File: src/rtl/uart_pkg.sv
// Shared types and helpers for the parametrised UART receiver.
// Sample-point constants below describe the default 16x oversampling.
package uart_pkg;

    typedef enum logic [2:0] {
        IDLE,
        START,
        DATA,
        PARITY,
        STOP,
        BREAK_WAIT
    } rx_state_t;

    localparam int DEF_OVERSAMPLE = 16;
    localparam int SAMPLE_MID     = DEF_OVERSAMPLE / 2 + 1;
    localparam int CNT_W          = $clog2(DEF_OVERSAMPLE);
    localparam int MAX_BITS       = 9;

    // Parity bit that makes the frame match the requested sense.
    function automatic logic par_calc(
        input logic [MAX_BITS-1:0] data,
        input logic                odd
    );
        return (^data) ^ odd;
    endfunction

endpackage

File: src/rtl/rx_sync_filter.sv
// Two-flop synchroniser for the async rx pin plus a 3-tap majority vote.
// Everything resets to the idle (high) line level.
module rx_sync_filter
    import uart_pkg::*;
(
    input  logic i_clk,
    input  logic i_rst_n,
    input  logic i_rx,
    output logic o_rx_s,
    output logic o_maj,
    output logic o_fall_edge
);

    logic [1:0] r_sync;
    logic [2:0] r_taps;

    always_ff @(posedge i_clk or negedge i_rst_n) begin
        if (!i_rst_n) begin
            r_sync <= 2'b11;
            r_taps <= 3'b111;
        end else begin
            r_sync <= {r_sync[0], i_rx};
            r_taps <= {r_taps[1:0], r_sync[1]};
        end
    end

    assign o_rx_s      = r_sync[1];
    assign o_maj       = (r_taps[0] & r_taps[1]) |
                         (r_taps[0] & r_taps[2]) |
                         (r_taps[1] & r_taps[2]);
    assign o_fall_edge = r_taps[0] & ~r_sync[1];

endmodule

File: src/rtl/uart_rx_param.sv
// Parametrised UART receiver: majority-voted sampling, runtime parity,
// false-start rejection, frame-error and break reporting.
module uart_rx_param
    import uart_pkg::*;
#(
    parameter int DATA_BITS  = 8,
    parameter int OVERSAMPLE = DEF_OVERSAMPLE,
    parameter int STOP_BITS  = 1
) (
    input  logic                 rx_clk,
    input  logic                 rst_n,
    input  logic                 rx,
    input  logic                 parity_en,
    input  logic                 parity_odd,
    output logic [DATA_BITS-1:0] dataout,
    output logic                 wr_EN,
    output logic                 parity_err,
    output logic                 frame_err,
    output logic                 break_det,
    output logic                 busy
);

    localparam int L_CNT_W = $clog2(OVERSAMPLE);
    localparam int L_MID   = OVERSAMPLE / 2 + 1;

    rx_state_t r_state;
    rx_state_t w_state_next;

    logic                 w_rx_s;
    logic                 w_maj;
    logic                 w_fall;
    logic                 w_sample;
    logic                 w_last_stop;
    logic [L_CNT_W-1:0]   r_cnt;
    logic [3:0]           r_bit_idx;
    logic                 r_stop_idx;
    logic [DATA_BITS-1:0] r_shift;
    logic                 r_pen;
    logic                 r_podd;
    logic                 r_pbit;
    logic                 r_ferr_acc;
    logic                 r_zero;
    logic [DATA_BITS-1:0] r_dataout;
    logic                 r_wr_en;
    logic                 r_perr;
    logic                 r_ferr;
    logic                 r_brk;

    rx_sync_filter u_filt (
        .i_clk       (rx_clk),
        .i_rst_n     (rst_n),
        .i_rx        (rx),
        .o_rx_s      (w_rx_s),
        .o_maj       (w_maj),
        .o_fall_edge (w_fall)
    );

    assign w_sample = (r_cnt == L_CNT_W'(L_MID));

    always_ff @(posedge rx_clk or negedge rst_n) begin
        if (!rst_n) r_state <= IDLE;
        else        r_state <= w_state_next;
    end

    always_comb begin
        w_state_next = r_state;
        w_last_stop  = 1'b0;
        unique case (r_state)
            IDLE:       if (w_fall) w_state_next = START;
            START:      if (w_sample) w_state_next = w_maj ? IDLE : DATA;
            DATA: begin
                if (w_sample && r_bit_idx == 4'(DATA_BITS - 1))
                    w_state_next = r_pen ? PARITY : STOP;
            end
            PARITY:     if (w_sample) w_state_next = STOP;
            STOP: begin
                if (w_sample && (STOP_BITS == 1 || r_stop_idx)) begin
                    w_last_stop  = 1'b1;
                    w_state_next = (r_zero & ~w_maj) ? BREAK_WAIT : IDLE;
                end
            end
            BREAK_WAIT: if (w_rx_s) w_state_next = IDLE;
            default:    w_state_next = IDLE;
        endcase
    end

    always_ff @(posedge rx_clk or negedge rst_n) begin
        if (!rst_n) begin
            r_cnt      <= '0;
            r_bit_idx  <= '0;
            r_stop_idx <= 1'b0;
            r_shift    <= '0;
            r_pen      <= 1'b0;
            r_podd     <= 1'b0;
            r_pbit     <= 1'b0;
            r_ferr_acc <= 1'b0;
            r_zero     <= 1'b0;
            r_dataout  <= '0;
            r_wr_en    <= 1'b0;
            r_perr     <= 1'b0;
            r_ferr     <= 1'b0;
            r_brk      <= 1'b0;
        end else begin
            r_wr_en <= 1'b0;
            r_brk   <= 1'b0;
            if (r_state == IDLE)
                r_cnt <= '0;
            else if (r_cnt == L_CNT_W'(OVERSAMPLE - 1))
                r_cnt <= '0;
            else
                r_cnt <= r_cnt + 1'b1;
            if (r_state == IDLE && w_fall) begin
                r_pen      <= parity_en;
                r_podd     <= parity_odd;
                r_bit_idx  <= '0;
                r_stop_idx <= 1'b0;
                r_pbit     <= 1'b0;
                r_ferr_acc <= 1'b0;
                r_zero     <= 1'b1;
            end
            if (w_sample) begin
                case (r_state)
                    DATA: begin
                        r_shift   <= {w_maj, r_shift[DATA_BITS-1:1]};
                        r_bit_idx <= r_bit_idx + 4'd1;
                        r_zero    <= r_zero & ~w_maj;
                    end
                    PARITY: begin
                        r_pbit <= w_maj;
                        r_zero <= r_zero & ~w_maj;
                    end
                    STOP: begin
                        r_stop_idx <= 1'b1;
                        r_ferr_acc <= r_ferr_acc | ~w_maj;
                        r_zero     <= r_zero & ~w_maj;
                    end
                    default: ;
                endcase
            end
            // An all-zero frame is a break, never a data word.
            if (w_last_stop) begin
                if (r_zero & ~w_maj) begin
                    r_brk <= 1'b1;
                end else begin
                    r_wr_en   <= 1'b1;
                    r_dataout <= r_shift;
                    r_perr    <= r_pen & (r_pbit !=
                                 par_calc(MAX_BITS'(r_shift), r_podd));
                    r_ferr    <= r_ferr_acc | ~w_maj;
                end
            end
        end
    end

    assign dataout    = r_dataout;
    assign wr_EN      = r_wr_en;
    assign parity_err = r_perr;
    assign frame_err  = r_ferr;
    assign break_det  = r_brk;
    assign busy       = (r_state != IDLE);

endmodule

File: config.mk
export PLATFORM = sky130hd
export DESIGN_NAME = uart_rx_param
export DESIGN_NICKNAME = d
export VERILOG_FILES = /design/src/rtl/uart_pkg.sv /design/src/rtl/rx_sync_filter.sv /design/src/rtl/uart_rx_param.sv
export SDC_FILE = /design/constraint.sdc
export NUM_CORES = 1
export LEC_CHECK = 0
export CAP_MARGIN = 25
export CORE_MARGIN = 8
export CORE_UTILIZATION = 30
export CTS_BUF_LIST = sky130_fd_sc_hd__clkbuf_16
export DETAILED_ROUTE_END_ITERATION = 8
export PLACE_DENSITY = 0.58
export SETUP_SLACK_MARGIN = 0.4
export SLEW_MARGIN = 20
export SYNTH_ARGS = -nofsm -noshare
export SYNTH_HDL_FRONTEND = slang
export SYNTH_SLANG_ARGS = --single-unit
File: constraint.sdc
create_clock -name rx_clk -period 2.3 [get_ports rx_clk]
set_clock_uncertainty 0.15 [all_clocks]
set_input_delay 0.46 -clock rx_clk [delete_from_list [all_inputs] [get_ports rx_clk]]
set_output_delay 0.46 -clock rx_clk [all_outputs]
set_load 0.01 [all_outputs]
# After elaboration in Yosys (flattened, before gate mapping)
# Index checks and enable logic that the tools add are counted.
op_classes:
  add_sub_neg: 2
  n_eq_ne: 15
  n_mux: 30
  n_bitwise: 13
  n_reduce_logical: 9
ops:
  columns: ["op", "n"]
  rows:
  - ["3-bit two-way mux", 8]
  - ["4-bit two-way mux", 5]
  - ["3-bit one-hot mux with 6 select lines", 1]
  - ["1-bit two-way mux", 15]
  - ["2-bit != test (second input constant)", 5]
  - ["9-bit parity", 1]
  - ["4-bit by 1-bit adder with 4-bit output (second input constant)", 2]
  - ["4-bit == test (second input constant)", 2]
  - ["1-bit AND", 6]
  - ["3-bit by 2-bit == test with 1-bit output (second input constant)", 2]
  - ["3-bit == test (second input constant)", 2]
  - ["6-bit AND reduction", 1]
  - ["4-bit by 3-bit == test with 1-bit output (second input constant)", 1]
  - ["2-bit AND reduction", 2]
  - ["3-bit by 1-bit == test with 1-bit output (second input constant)", 1]
  - ["3-bit zero test", 1]
  - ["1-bit NOT", 3]
  - ["1-bit bitwise OR", 3]
  - ["3-bit nonzero test", 1]
  - ["3-bit OR reduction", 1]
  - ["1-bit logical AND", 2]
  - ["2-bit two-way mux", 1]
  - ["2-bit by 1-bit != test with 1-bit output (second input constant)", 1]
  - ["1-bit != test", 1]
  - ["1-bit bitwise XOR", 1]
totals:
  reg_bits: 41
  inputBits: 5
  output_inout_bits: 13
  word_cells: 85

# Longest topological paths before layout
# Gate-level depths: netlist (run 1).
logic_depth:
  depth_word: 8
  depth_mapped: 8
  ltp_nobuf: 6

# By module
# Synthesis (run 1) repeated with hierarchy kept, for this count alone.
hier_totals:
  hier_cells: 152
  area_unflattened_um2: 1905.6
modules_own_cells:
  columns: ["mod", "instances", "cells_per_inst", "area_per_inst_um2", "seq_area_each_um2"]
  rows:
  - ["uart_rx_param", 1, 145, 1756.7, 900.9]
  - ["rx_sync_filter", 1, 7, 148.9, 131.4]

# Worst setup path after synthesis (run 1)
# No wires, ideal clock.
synth_timing:
  path_kind: "reg-to-reg"
  from: "reg r_cnt[0]"
  to: "reg r_state[0]"
  setup_time_ps: 125
  arrival_time_ps: 1568
  required_ps: 2025
  slack_ps: 457
  stages_incl_launch_ff: 6
  n_path_buf: 0
  synth_period_minus_slack_ps: 1843
  cell_sequence: "dfrtp_1 > ha_1 > and3b_4 > a211o_1 > o31ai_2 > mux2_4"
synth_via:
  elab_chain_len: 4
  elab_cells_between_ends: 7
  classes_between: "eq/ne: 5; reduce/logical: 2"
synth_rtl:
  columns: ["element", "line", "source"]
  rows:
  - ["start: declaration", "uart_rx_param.sv:34", "logic [L_CNT_W-1:0] r_cnt;"]
  - ["start signal: assignment", "uart_rx_param.sv:111", "r_cnt <= r_cnt + 1'b1;"]
  - ["4-bit == test *", "uart_rx_param.sv:58", "assign w_sample = (r_cnt == L_CNT_W'(L_MID));"]
  - ["1-bit logical AND", "uart_rx_param.sv:72", "if (w_sample && r_bit_idx == 4'(DATA_BITS - 1))"]
  - ["2-bit != test (no line)", null, null]
  - ["6-bit AND reduction (no line) *", null, null]
  - ["end signal: assignment", "uart_rx_param.sv:62", "else r_state <= w_state_next;"]
  - ["end: declaration", "uart_rx_param.sv:26", "rx_state_t r_state;"]
# Mark *: on every way between the ends. The rest lies on a longest branch, timed or not.
# A chain may end at the register's enable or synchronous reset.

# Worst setup path after layout (run 1)
# Ends and elaborated chain as after synthesis.

==> flow_summary.json, run 1 <==
{
  "cts_hold_buf": 0,
  "drtPass1Iterations": 4,
  "ys_top_cells_by_count": "dfrtp_1, nand2_1, mux2_2",
  "r2r-start": "r_cnt[0]",
  "synth_compound_area_frac": 0.0990,
  "dp_hpwl_mm": 2.54,
  "layout.nets": 200,
  "worst_pin_slew_ps": 511,
  "drtIter0Drc": 37,
  "peakVddDrop_mv": 0.481,
  "drc": 0,
  "netlist_area_um2": 1930,
  "fillers": 614,
  "required_ps": 2310,
  "netlist_instances": 164,
  "fin_crit_sh": 0.805,
  "wire_per_inst_um": 13.7,
  "slowest_stage": "dfrtp_1",
  "start_util": 0.308,
  "cp-end-kind": "flop",
  "grt_overflow": 0,
  "hold_violations": 8,
  "cts_buffer_depth": 2,
  "h-tree-depth": 2,
  "synth-simple-area-share": 0.173,
  "holdCritPathClass": "input pin to asynchronous set/reset pin",
  "slew_headroom": 0.659,
  "ctsRootBufferMaster": "clkbuf_16",
  "synth_edf_count": 0,
  "synthAdderAreaFrac": 0.0252,
  "grt_pass1_wl_mm": 6.24,
  "synth_top_area_frac": 0.466,
  "path_clk_slew_ps": 60,
  "fmax_mhz": 540,
  "synth.mux.area_fraction": 0.0764,
  "reg2regPathDepth": 5,
  "cp_top_family": "flip-flops",
  "synth_xor_area_frac": 0.0524,
  "synth_cell_type_count": 48,
  "r2r_end": "r_state[0]",
  "viasPerCell": 4.67,
  "gp_congestion": 0.861,
  "antenna_cells": 0,
  "syn_nets": 172,
  "ys_ff_latch": 41,
  "core_area_um2": 6280,
  "grt.total_usage": 0.0865,
  "drv_cap": 0,
  "drive_gt1_frac": 0.269,
  "antenna_found_initial": 0,
  "die_w_um": 96.3,
  "drv_slew": 0,
  "grt_pass1_vias": 1274,
  "antenna_left": 0,
  "ioPinCount": 18,
  "hold_ws_ps": -8.22,
  "synth_top_family_by_area": "simple AND/OR/NAND/NOR gates",
  "cts_tree": "yes",
  "die_h_um": 96.3,
  "die_area_um2": 9270,
  "outcome": "finished, violations left",
  "power_density_nw_per_um2": 921,
  "synthTopCellsByArea": "dfrtp_1, dfstp_2, mux2_2",
  "vias": 1260,
  "critPathKind": "flop to flop",
  "power_leakage_nw": 1.10,
  "r2r_slack_ps": 450,
  "cpPeakStageDelay_ps": 400,
  "drt-total-wl_mm": 3.71,
  "critical_path_arrival_ps": 1860,
  "yosysTopAreaCell": "dfrtp_1",
  "clock-sinks": 41,
  "finalSetupTns_ps": 0,
  "ys_warn_count": 0,
  "crit_chain": "ha_2, and3b_4, a211o_1, o31ai_2, mux2_4",
  "synth_seq_area_share": 0.534,
  "period_needed_ps": 1850,
  "rsz0062_at_grt": "yes",
  "critical_path.startpoint_type": "flop",
  "path_max_fanout": 5,
  "yosysMostFrequentCell": "dfrtp_1",
  "finalSetupViolCount": 0,
  "violations": "hold timing",
  "areaGrowthSynthToFinish_pct": 24.2,
  "cts_buffers": 5,
  "async_flop_share": 1.00,
  "port_buffers": 17,
  "syn_avg_cell_area_um2": 11.8,
  "synth_ff_type": "dfrtp_1",
  "clk_latency_ps": 280,
  "grt_max_degree": 23,
  "row_count": 29,
  "path_buf_inv": 0
}
## where the power goes
part,internal (mW),switching (mW)
logic,0.315,0.336
clock network,0.398,0.278
registers,0.807,0.0777
total,1.52,0.692
## final cells by class
type                            count  area (µm²)  area share
Sequential cell                    41        1030       0.430
Inverter                            7        26.3      0.0109
Clock inverter                      3        17.5     0.00730
Clock buffer                        5         125      0.0521
Tap cell                           77        96.3      0.0401
Timing Repair Buffer               26         244       0.102
Multi-Input combinational cell    111         858       0.357
## per-stage QoR
step / cell area (µm²) / util / std cells / power [mW] / setup slack (ps)
floorplan: 1930 / - / 164 / 1.35 / 457
global placement: 2190 / 0.350 / 257 / 1.50 / 319
detailed placement: 2190 / 0.350 / 257 / 1.51 / 295
CTS: 2380 / 0.379 / 268 / 2.22 / 429
global route: 2400 / 0.383 / 270 / 2.34 / 390
finish: 2400 / 0.383 / 270 / 2.21 / 449
## flip-flops by register name, indices dropped and copies added, names as in the netlist, 2 cells and up
signal,cells
r_bit_idx,4
u_filt.r_taps,3
u_filt.r_sync,2
r_state,3
r_cnt,4
r_shift,8
dataout,8
## routing by layer
metal  track usage  wire (µm)
met2         0.127       1660
met4        0.0423         71
met1         0.119       1830
met5             0          0
met3        0.0156        151
## worst register-to-register path: cells and delay by family (launching register included)
family,cells,cell delay (ps)
flip-flops,1,400
AO/OA/AOI/OAI,2,400
multiplexers,1,340
adder cells (fa/ha/maj),1,210
AND/OR/NAND/NOR,1,220
## cell usage in the layout, fill, tap and decap left out, types with 6 or more instances in the layout
master,count
a21oi_1,6
buf_4,8
clkdlybuf4s50_1,15
dfrtp_1,35
inv_1,6
mux2_2,10
nand2_1,28
xnor2_1,7
## cell families (layout without fill, tap and decap cells)
group                    after synthesis  in the layout
AND/OR/NAND/NOR                       57             57
flip-flops                            41             41
XOR/XNOR                              10             10
multiplexers                          13             13
adder cells (fa/ha/maj)                4              4
AO/OA/AOI/OAI                         26             27
buffers and inverters                 13             41
## worst max-delay path by stage
stage / start / endpoint / slack, ps / cells after the start
after floorplan: r_cnt[0] / r_state[0] / 460 / 5
after global placement: u_filt.r_taps[0] / dataout[0] / 320 / 3
after detailed placement: u_filt.r_taps[0] / dataout[3] / 300 / 3
after CTS: u_filt.r_taps[0] / dataout[2] / 430 / 3
after global routing: r_cnt[0] / r_state[0] / 390 / 5
final: r_cnt[0] / r_state[0] / 450 / 5
## timing repair
item,in CTS,in global routing
endpoints found under the hold margin,0,0
gates cloned,0,1
setup buffers,3,1
pin swaps,0,1
setup endpoints to repair,13,9
gates resized for setup,5,0
Note: power is estimated with default switching activity, not from simulation.
==> run 2: changes to the inputs <==
==> constraint.sdc (replaced) <==
create_clock -name rx_clk -period 1.9 [get_ports rx_clk]
set_clock_uncertainty 0.15 [all_clocks]
set_input_delay 0.38 -clock rx_clk [delete_from_list [all_inputs] [get_ports rx_clk]]
set_output_delay 0.38 -clock rx_clk [all_outputs]
set_load 0.01 [all_outputs]
==> run 2 against run 1 <==
The flow now finishes without violations. Hold slack improved by 23 ps. Clock power grew 14%. Sequential power is 23% higher. Largest power group unchanged. Critical endpoint unchanged. Total power rose by 23%.
==> flow_summary.json, run 2 (synthesis gave the netlist of run 1 again) <==
{
  "drtIter0Drc": 73,
  "gp_congestion": 0.820,
  "slew_headroom": 0.658,
  "grt_overflow": 0,
  "grt_pass1_wl_mm": 6.34,
  "row_count": 29,
  "path_clk_slew_ps": 60,
  "cts_tree": "yes",
  "finalSetupViolCount": 0,
  "critPathKind": "flop to flop",
  "h-tree-depth": 2,
  "peakVddDrop_mv": 0.468,
  "ctsRootBufferMaster": "clkbuf_16",
  "holdCritPathClass": "input pin to asynchronous set/reset pin",
  "critical_path.startpoint_type": "flop",
  "grt.total_usage": 0.0875,
  "finalSetupTns_ps": 0,
  "drv_cap": 0,
  "outcome": "completed",
  "cp-end-kind": "flop",
  "rsz0062_at_grt": "yes",
  "viasPerCell": 4.75,
  "grt_pass1_vias": 1306,
  "drt-total-wl_mm": 3.75,
  "drtPass1Iterations": 4,
  "areaGrowthSynthToFinish_pct": 29.8,
  "layout.nets": 207,
  "layout_common_cells": "dfrtp_1, nand2_1, buf_4",
  "die_h_um": 96.3,
  "cts_buffers": 5,
  "ioPinCount": 18,
  "power_density_nw_per_um2": 1080,
  "hold_ws_ps": 14.5,
  "clock-sinks": 41,
  "dp_hpwl_mm": 2.52,
  "core_area_um2": 6280,
  "die_area_um2": 9270,
  "hold_violations": 0,
  "drive_gt1_frac": 0.387,
  "wire_per_inst_um": 13.6,
  "clk_latency_ps": 280,
  "port_buffers": 17,
  "vias": 1310,
  "fin_ws_ps": 133,
  "path_max_fanout": 4,
  "dp_slack_ps": 74.2,
  "antenna_found_initial": 0,
  "antenna_left": 0,
  "antenna_cells": 0,
  "die_w_um": 96.3,
  "power_leakage_nw": 1.22,
  "layout_commonest_cell": "dfrtp_1",
  "cts_buffer_depth": 2,
  "worst_pin_slew_ps": 513,
  "grt_max_degree": 42,
  "period_needed_ps": 1770,
  "fin_crit_sh": 0.930,
  "required_ps": 1910,
  "reg2regPathDepth": 6,
  "critical_path_arrival_ps": 1780,
  "drv_slew": 0,
  "start_util": 0.308,
  "fmax_mhz": 566,
  "drc": 0
}
-- run 2: path summary, 6_finish.rpt --
kind | to | start | slack [ps]
worst max-delay path | r_state[0] | r_cnt[1] | 130
worst min-delay path | dataout[6] | rst_n | 10
worst max register to register | r_state[0] | r_cnt[1] | 130
worst min register to register | u_filt.r_sync[1] | u_filt.r_sync[0] | 210
max in group asynchronous | r_state[1] | rst_n | 1210
min in group rx_clk | u_filt.r_sync[1] | u_filt.r_sync[0] | 210
-- run 2: power by group --
group | leakage (nW) | internal [mW] | switching, mW | total [mW]
sequential | 0.537 | 0.980 | 0.112 | 1.09
combinational | 0.613 | 0.424 | 0.425 | 0.850
clock | 0.0685 | 0.469 | 0.300 | 0.769
-- run 2: layout make-up --
class / instances / area [µm²]
Inverter: 7 / 26.3
Fill cell: 611 / 3770
Tap cell: 77 / 96.3
Clock inverter: 2 / 7.51
Multi-Input combinational cell: 110 / 918
Clock buffer: 5 / 125
Sequential cell: 41 / 1030
Timing Repair Buffer: 34 / 300
-- run 2: worst max-delay path, cell delays in order, from the launching register on --
cell	delay (ps)
dfrtp_1	350
inv_1	50
ha_2	190
and3b_4	210
a211o_1	280
o31ai_2	90
mux2_4	330
-- run 2: what timing repair did --
item | in CTS | in global routing
gates resized for setup | 22 | 20
endpoints found under the setup margin | 41 | 32
pin swaps | 3 | 3
cloned | 1 | 0
buffers inserted | 5 | 2
hold buffers | 0 | 0
-- run 2: per-layer routing --
metal / track usage / wire, µm
met1: 0.114 / 1740
met4: 0.0384 / 31
met5: 0 / 0
met3: 0.0179 / 149
met2: 0.137 / 1830
-- run 2: metrics by stage --
stage | area [µm²] | util | total power [mW] | std cells
after floorplan | 1960 | - | 1.65 | 164
after global placement | 2240 | 0.358 | 1.84 | 261
after detailed placement | 2240 | 0.358 | 1.85 | 261
after CTS | 2430 | 0.386 | 2.70 | 274
after global routing | 2510 | 0.400 | 2.88 | 276
final | 2510 | 0.400 | 2.71 | 276
